**src/rtl/dcache_write_buffer.sv**
```systemverilog
// Posted-write buffer between the data cache and data memory: absorbs block write-backs,
// drains them in the background, forwards reads that hit and lets read misses bypass drains.
module dcache_write_buffer #(
    parameter int DEPTH  = 4,
    parameter int ADDR_W = 6,
    parameter int DATA_W = 32
) (
    input  logic              CLK,
    input  logic              RESET,
    input  logic              c_read,
    input  logic              c_write,
    input  logic [ADDR_W-1:0] c_address,
    input  logic [DATA_W-1:0] c_writedata,
    output logic [DATA_W-1:0] c_readdata,
    output logic              c_busywait,
    output logic              mem_read,
    output logic              mem_write,
    output logic [ADDR_W-1:0] mem_address,
    output logic [DATA_W-1:0] mem_writedata,
    input  logic [DATA_W-1:0] mem_readdata,
    input  logic              mem_busywait,
    output logic              wb_empty
);
    localparam int PTR_W = $clog2(DEPTH);

    typedef logic [PTR_W-1:0] ptr_t;
    typedef logic [PTR_W:0]   cnt_t;
    typedef enum logic [1:0] {IDLE, READ, DRAIN} state_t;

    state_t            state;
    state_t            state_nxt;
    logic [DEPTH-1:0]  valid;
    logic [ADDR_W-1:0] addr_q [DEPTH];
    logic [DATA_W-1:0] data_q [DEPTH];
    ptr_t              head;
    ptr_t              tail;
    cnt_t              count;
    logic              seen_busy;
    logic              rd_valid;
    logic [DATA_W-1:0] rd_data;

    logic              full;
    logic              hit;
    logic              coalesce;
    logic              drain_busy;
    logic              read_miss;
    logic              accept;
    logic              enq;
    logic              op_done;
    logic              drain_done;
    logic              start_read;
    logic              start_drain;
    logic [DATA_W-1:0] fwd_data;
    ptr_t              co_idx;
    ptr_t              idx;

    assign full       = (count == cnt_t'(DEPTH));
    // The head may be handed to memory on this very edge; it must not absorb a coalesced write.
    assign drain_busy = (state == DRAIN) || (state == IDLE && count != '0);
    assign read_miss  = c_read && !hit && !rd_valid;
    assign accept     = c_write && !c_read && !full;
    assign enq        = accept && !coalesce;
    assign op_done    = (state != IDLE) && seen_busy && !mem_busywait;
    assign drain_done = op_done && (state == DRAIN);

    assign c_busywait = c_read ? !(hit || rd_valid) : (c_write && full);
    assign c_readdata = (hit && !rd_valid) ? fwd_data : rd_data;
    assign wb_empty   = (count == '0) && (state == IDLE);

    // Valid entries are contiguous from head, so scanning oldest to youngest leaves the youngest match.
    always_comb begin
        // NOTE: every output of a combinational block gets a default first, so no path infers a latch.
        hit      = 1'b0;
        coalesce = 1'b0;
        fwd_data = '0;
        co_idx   = '0;
        idx      = '0;
        for (int i = 0; i < DEPTH; i++) begin
            idx = head + ptr_t'(i);
            if (valid[idx] && addr_q[idx] == c_address) begin
                hit      = 1'b1;
                fwd_data = data_q[idx];
                if (!(idx == head && drain_busy)) begin
                    coalesce = 1'b1;
                    co_idx   = idx;
                end
            end
        end
    end

    always_comb begin
        state_nxt   = state;
        start_read  = 1'b0;
        start_drain = 1'b0;
        case (state)
            IDLE: begin
                if (read_miss) begin
                    state_nxt  = READ;
                    start_read = 1'b1;
                end else if (count != '0) begin
                    state_nxt   = DRAIN;
                    start_drain = 1'b1;
                end
            end
            READ, DRAIN: if (op_done) state_nxt = IDLE;
            default: state_nxt = IDLE;
        endcase
    end

    // NOTE: sequential state uses non-blocking assignments so every register samples pre-edge values.
    always_ff @(posedge CLK or negedge RESET) begin
        if (!RESET) begin
            state         <= IDLE;
            mem_read      <= 1'b0;
            mem_write     <= 1'b0;
            mem_address   <= '0;
            mem_writedata <= '0;
            seen_busy     <= 1'b0;
            rd_valid      <= 1'b0;
            rd_data       <= '0;
        end else begin
            state    <= state_nxt;
            rd_valid <= 1'b0;
            if (start_read) begin
                mem_read    <= 1'b1;
                mem_address <= c_address;
                seen_busy   <= 1'b0;
            end else if (start_drain) begin
                mem_write     <= 1'b1;
                mem_address   <= addr_q[head];
                mem_writedata <= data_q[head];
                seen_busy     <= 1'b0;
            end else if (op_done) begin
                mem_read  <= 1'b0;
                mem_write <= 1'b0;
                seen_busy <= 1'b0;
                if (state == READ) begin
                    rd_data  <= mem_readdata;
                    rd_valid <= 1'b1;
                end
            end else if (state != IDLE && mem_busywait) begin
                seen_busy <= 1'b1;
            end
        end
    end

    always_ff @(posedge CLK or negedge RESET) begin
        if (!RESET) begin
            valid <= '0;
            head  <= '0;
            tail  <= '0;
            count <= '0;
        end else begin
            if (enq) begin
                valid[tail] <= 1'b1;
                tail        <= tail + ptr_t'(1);
            end
            if (drain_done) begin
                valid[head] <= 1'b0;
                head        <= head + ptr_t'(1);
            end
            count <= count + cnt_t'(enq) - cnt_t'(drain_done);
        end
    end

    // NOTE: entry payload is not reset; the valid bits alone decide whether it is ever observed.
    always_ff @(posedge CLK) begin
        if (enq) begin
            addr_q[tail] <= c_address;
            data_q[tail] <= c_writedata;
        end else if (accept) begin
            data_q[co_idx] <= c_writedata;
        end
    end
endmodule

```
**config.mk**
```make
export PLATFORM = sky130hd
export DESIGN_NAME = dcache_write_buffer
export DESIGN_NICKNAME = d
export VERILOG_FILES = /design/src/rtl/dcache_write_buffer.sv
export SDC_FILE = /design/constraint.sdc
export NUM_CORES = 1
export LEC_CHECK = 0
export CAP_MARGIN = 40
export CORE_MARGIN = 1.5
export CORE_UTILIZATION = 25
export CTS_BUF_LIST = sky130_fd_sc_hd__clkbuf_16
export DETAILED_ROUTE_END_ITERATION = 7
export PLACE_DENSITY = 0.4
export SLEW_MARGIN = 20
export SYNTH_ARGS = -nofsm -noshare
export SYNTH_HDL_FRONTEND = slang
export SYNTH_SLANG_ARGS = --single-unit
export TNS_END_PERCENT = 20
```
**constraint.sdc**
```tcl
create_clock -name CLK -period 6.5 [get_ports CLK]
set_clock_uncertainty 0.15 [all_clocks]
set_input_delay 1.3 -clock CLK [delete_from_list [all_inputs] [get_ports CLK]]
set_output_delay 1.3 -clock CLK [all_outputs]
set_load 0.01 [all_outputs]
```
==> impl_metrics.json, run 1 <==
{
  "ys_types": 53,
  "peakVddDrop_mv": 0.341,
  "drcViolationCount": 0,
  "initial_core_util_pct": 25.5,
  "final.period_utilization_pct": 97.0,
  "ys_seq_area_share_pct": 48.9,
  "grt_setup_unrepaired": "false",
  "syn-num-nets": 982,
  "vias_per_cell": 5.00,
  "syn_area_per_cell_um2": 15.4,
  "max_freq_mhz": 159,
  "synthToLayoutAreaGrowth_pct": 24.2,
  "place_congestion": 0.729,
  "wirelength_mm": 40.2,
  "fp.dieH_um": 238,
  "worstReg2RegEnd": "count[2]$_DFF_PN0_",
  "ys_async_sr_fraction_pct": 36.4,
  "hp-class": "flip-flop to flip-flop",
  "grt_max_degree": 135,
  "final_design_area_no_fill_um2": 17100,
  "multi_input_area_um2": 6670,
  "crit_path_max_fanout": 21,
  "grtUsageMet3_pct": 2.75,
  "rows": 85,
  "synth_flop_cell": "edfxtp_1",
  "grt_pass1_vias": 9114,
  "fp.dieW_um": 238,
  "drive_gt1_share_pct": 30.5,
  "tightest_slew_ps": 1090,
  "power_density_nw_per_um2": 463,
  "grt_pass1_wl_mm": 60.8,
  "hold_path_depth": 1,
  "max_cap_violations": 0,
  "yosysWarnings": 0,
  "port_buffers": 148,
  "hold-path-endpoint": "mem_write$_DFFE_PN0P_",
  "setup_viol": 0,
  "root_buffer": "clkbuf_16",
  "path_class": "primary input to output port",
  "netlist_area_um2": 13800,
  "numCtsBuffers": 30,
  "fin_setup_tns_ps": 0,
  "dp_hpwl_mm": 25.5,
  "cp-end-kind": "output port",
  "ctsResizeCount": 0,
  "clk_path_buf_depth": 3,
  "overflow": 0,
  "p_leak_nw": 5.94,
  "regArea_um2": 6750,
  "vias": 8744,
  "slew_violations": 0,
  "first_pass_iters": 7,
  "drtAntennaViolNets": 0,
  "core-area_um2": 54100,
  "grt_busiest_layer": "met2",
  "cts_num_sinks": 239,
  "power_mw": 7.92,
  "grt_antenna_before_repair": 4,
  "status": "complete, no violations",
  "period_minus_slack_ps": 6310,
  "nets": 1116,
  "grt.total_usage_pct": 14.3,
  "holdBufCountCts": 0,
  "arrival_ps": 4860,
  "cts_tree": "built",
  "fillers": 5250,
  "cp.required_ps": 5050,
  "cts_setup_buffers": 0,
  "dieArea_um2": 56500,
  "max_slew_margin_pct": 27.6,
  "synth_edf_count": 152,
  "syn_inst": 893,
  "hold_viol": 0,
  "place_area_um2": 16200,
  "grtUsageMet2_pct": 22.0,
  "r2r-start": "head[0]$_DFFE_PN0P_",
  "io-pin-count": 149,
  "drt_iter0_drc": 578,
  "worstSkewPairLatency_ps": 570,
  "path_clk_slew_ps": 50,
  "avgRoutedWirePerCell_um": 23.0,
  "regToRegSetupSlack_ps": 2070,
  "min_from": "mem_write$_DFFE_PN0P_",
  "ys_ff_latch": 239,
  "reg2reg_depth": 16,
  "start_kind": "primary input",
  "met1_usage_pct": 20.5,
  "h-tree-depth": 1
}
[layer usage]
layer	wire, um	up-vias	share of wire (%)
li1	-	3880	-
met1	19300	4619	48
met2	18300	185	46
met3	1690	54	4.2
met4	906	6	2.3
met5	41	-	0.10
[cells in the mapped netlist (3+ instances only)]
library cell	instances	share of area, %
nor2_1	9	0.25
ha_1	13	1.2
nand2b_1	34	1.5
buf_2	20	0.73
mux2_1	7	0.57
nand4_1	3	0.14
or3_1	3	0.14
nor2b_1	5	0.23
clkbuf_1	41	1.1
edfxtp_1	152	33
xnor2_1	26	1.7
nor3_1	6	0.22
o211ai_1	4	0.22
a21oi_1	33	1.2
a22oi_1	36	2.0
o21ai_0	8	0.29
nand2_1	28	0.76
and2_1	8	0.36
nand3_1	14	0.51
a2bb2oi_1	4	0.25
dfrtp_1	87	16
mux2_2	89	7.3
buf_4	4	0.22
mux2i_1	16	1.2
buf_6	5	0.41
mux4_2	145	24
buf_1	9	0.25
xor2_1	11	0.70
inv_1	14	0.38
o31ai_1	29	1.6
[worst max-delay path by stage]
stage / to / start / cells after the start
after detailed placement: c_readdata[21] / c_address[3] / 11
after floorplan: data_q[0][0]$_DFFE_PP_ / head[1]$_DFFE_PN0P_ / 16
after CTS: c_readdata[21] / c_address[3] / 11
final: c_readdata[21] / c_address[3] / 11
after global placement: c_readdata[21] / c_address[3] / 11
after global routing: c_readdata[9] / c_address[3] / 11
[power breakdown]
part	internal, mW	leakage, nW	switching, mW
registers	2.03	2.44	0.250
logic	2.20	3.00	1.91
clock network	0.886	0.497	0.650
total	5.11	5.94	2.81
[state kept, by name, summed over array words and instances (netlist names)]
register       count
addr_q            24
data_q           128
mem_write          1
tail               2
mem_read           1
count              3
valid              4
mem_address        6
state              2
mem_writedata     32
seen_busy          1
head               2
rd_data           32
rd_valid           1
[final cells by class]
type / instances / share of cell area, %
clock buffers: 31 / 4.53
repair buffers: 181 / 10.9
well taps: 696 / 5.09
flip-flops and latches: 239 / 39.4
multi-input cells: 560 / 38.9
inverters: 15 / 0.329
clock inverters: 24 / 0.709
diodes: 2 / 0.0292
[logic make-up after synthesis]
| logic type | synth area share [%] |
|---|---|
| buf+inv | 3.12 |
| simple gates | 4.77 |
| compound gates | 6.80 |
| mux | 32.7 |
| flops | 48.9 |
| fa+ha+maj | 1.33 |
| xor+xnor | 2.35 |
[cell usage in the layout (no fill, tap or decap), types with 28 or more instances in the layout]
cell type	count
edfxtp_1	152
clkdlybuf4s50_1	147
mux4_2	145
mux2_2	89
dfrtp_1	85
a22oi_1	36
nand2b_1	34
a21oi_1	33
inv_1	31
clkbuf_16	31
o31ai_1	29
nand2_1	28
[through the flow]
stage	std cells	setup WS [ps]	hold WS, ps	util [%]
global placement	1689	213	322	29.9
floorplan	893	-413	323	-
CTS	1745	191	332	31.6
detailed placement	1690	189	319	29.9
finish	1748	195	325	31.6
global route	1746	70.4	358	31.6
[worst max-delay path, stage by stage]
cell	delay (ps)
clkdlybuf4s50_1	570
xnor2_1	290
nand2_1	80
mux4_2	510
or3_1	490
and2_2	320
buf_12	210
a22oi_1	170
a21oi_1	90
mux2_1	310
clkdlybuf4s50_1	490
No activity file was read; power rests on OpenSTA's default activity.
==> run 2: changes to the inputs <==
--- a/config.mk
+++ b/config.mk
@@ -12,4 +12,6 @@
 export DETAILED_ROUTE_END_ITERATION = 7
 export PLACE_DENSITY = 0.4
+export REMOVE_ABC_BUFFERS = 1
+export SETUP_SLACK_MARGIN = 0.4
 export SLEW_MARGIN = 20
 export SYNTH_ARGS = -nofsm -noshare
--- a/constraint.sdc
+++ b/constraint.sdc
@@ -3,3 +3,3 @@
 set_input_delay 1.3 -clock CLK [delete_from_list [all_inputs] [get_ports CLK]]
 set_output_delay 1.3 -clock CLK [all_outputs]
-set_load 0.01 [all_outputs]
+set_load 0.005 [all_outputs]
==> run 2 against run 1 <==
Via count up 0.53%. Maximum frequency up 6.5%. Routed wire length up 0.24%. Hold slack better by 16 ps. Global-route usage about the same. Sequential power about the same.
==> impl_metrics.json, run 2 (synthesized netlist as in run 1, its figures left out) <==
{
  "peakVddDrop_mv": 0.239,
  "drtAntennaViolNets": 0,
  "reg2reg_depth": 16,
  "vias_per_cell": 4.95,
  "place_congestion": 0.767,
  "r2r-start": "head[0]$_DFFE_PN0P_",
  "crit_path_max_fanout": 16,
  "slew_violations": 0,
  "drcViolationCount": 0,
  "core-area_um2": 54100,
  "cp-end-kind": "output port",
  "cts_tree": "built",
  "grt_max_degree": 50,
  "h-tree-depth": 1,
  "hold_viol": 0,
  "io-pin-count": 149,
  "diodes": 0,
  "top_regs": "data_q (128), mem_writedata (32), rd_data (32)",
  "period_minus_slack_ps": 5920,
  "drt_iter0_drc": 562,
  "clk_path_buf_depth": 3,
  "first_pass_iters": 5,
  "hp-class": "flip-flop to flip-flop",
  "numCtsBuffers": 31,
  "worst_slack_ps": 577,
  "worstReg2RegEnd": "count[2]$_DFF_PN0_",
  "cpMaxStageDelayCell": "mux4_2",
  "layout.cells.non_filler": 1775,
  "avgRoutedWirePerCell_um": 22.7,
  "worstSkewPairLatency_ps": 580,
  "regToRegSetupSlack_ps": 1850,
  "cts_num_sinks": 239,
  "drive_gt1_share_pct": 33.6,
  "initial_core_util_pct": 25.5,
  "fillers": 5252,
  "nets": 1143,
  "path_class": "primary input to output port",
  "fp.dieW_um": 238,
  "final_common_cell": "edfxtp_1",
  "tightest_slew_ps": 720,
  "synthToLayoutAreaGrowth_pct": 27.2,
  "layout_common_cells": "edfxtp_1, mux4_2, clkdlybuf4s50_1, mux2_2, dfrtp_1",
  "max_slew_margin_pct": 52.0,
  "overflow": 0,
  "path_clk_slew_ps": 60,
  "status": "complete, no violations",
  "grt_antenna_before_repair": 6,
  "wirelength_mm": 40.3,
  "port_buffers": 148,
  "final.period_utilization_pct": 91.1,
  "slowest_delay_ps": 500,
  "dieArea_um2": 56500,
  "fp.dieH_um": 238,
  "holdBufCountCts": 0,
  "final_util_pct": 32.4,
  "grt_pass1_vias": 9184,
  "place_area_um2": 16300,
  "regArea_um2": 6750,
  "p_leak_nw": 6.17,
  "final_design_area_no_fill_um2": 17500,
  "cp-endpoint": "c_readdata[25]",
  "largest-register": "data_q",
  "dp_hpwl_mm": 26.7,
  "dp.cells": 1704,
  "max_freq_mhz": 169,
  "largest_reg_flops": 128,
  "grt.total_usage_pct": 14.3,
  "setup_viol": 0,
  "grt_setup_unrepaired": "true",
  "startpoint": "c_address[3]",
  "grt_pass1_wl_mm": 60.8,
  "crit_chain": "dlygate4sd2_1 > xnor2_1 > nand2_1 > mux4_2 > or3_1 > and2_2 > buf_12 > a22oi_1 > a21oi_1 > buf_4 > mux2_2 > clkdlybuf4s50_1",
  "max_cap_violations": 0,
  "multi_input_area_um2": 6670,
  "cp.required_ps": 5050,
  "rows": 85,
  "vias": 8790,
  "root_buffer": "clkbuf_16",
  "arrival_ps": 4470,
  "pre_cts_slack_ps": 353,
  "power_density_nw_per_um2": 470,
  "start_kind": "primary input"
}
run 2: worst min-delay path by stage:
stage                                       start                            end  cells past startpoint
CTS                 mem_writedata[30]$_DFFE_PN0P_  mem_writedata[30]$_DFFE_PN0P_                      1
global route              rd_data[20]$_DFFE_PN0P_        rd_data[20]$_DFFE_PN0P_                      1
finish              mem_writedata[30]$_DFFE_PN0P_  mem_writedata[30]$_DFFE_PN0P_                      1
detailed placement  mem_writedata[30]$_DFFE_PN0P_  mem_writedata[30]$_DFFE_PN0P_                      1
floorplan                 rd_data[15]$_DFFE_PN0P_        rd_data[15]$_DFFE_PN0P_                      1
global placement    mem_writedata[28]$_DFFE_PN0P_  mem_writedata[28]$_DFFE_PN0P_                      1
run 2: what timing repair did:
| item | CTS | global route |
|---|---|---|
| setup buffers | 3 | 9 |
| gates resized for setup | 2 | 7 |
| pin swaps | 2 | 1 |
| endpoints found under the setup margin | 33 | 22 |
run 2: layout make-up:
type	count	area share, %
Sequential cell	239	38.5
Multi-Input combinational cell	560	38.0
Timing Repair Buffer	207	12.2
Tap cell	696	4.97
Clock buffer	31	4.43
Clock inverter	27	1.52
Inverter	15	0.321
run 2: report_power, final:
| part | internal, mW | total (mW) | switching (mW) |
|---|---|---|---|
| clock network | 1.06 | 1.75 | 0.688 |
| registers | 2.03 | 2.27 | 0.240 |
| logic | 2.35 | 4.22 | 1.86 |
| total | 5.44 | 8.24 | 2.79 |
run 2: stage by stage:
stage               setup TNS, ps  hold WS [ps]  power [mW]
floorplan                -2072540           323        5.23
global placement                0           330        6.39
detailed placement              0           333        6.44
CTS                             0           347        8.27
global route                    0           363        8.75
finish                          0           341        8.24
run 2: critical path: cells and delay by family:
family          cells  cell delay, ps
xor+xnor            1             250
buf+inv             4            1080
simple gates        3             750
mux                 2             760
compound gates      2             330
run 2: layer usage:
| layer | up-vias | routed length (um) | global-route usage, % |
|---|---|---|---|
| li1 | 3943 | - | - |
| met3 | 57 | 1880 | 2.44 |
| met2 | 188 | 19300 | 23.4 |
| met1 | 4592 | 18500 | 19.9 |
| met5 | - | 68 | 0 |
| met4 | 10 | 614 | 2.88 |
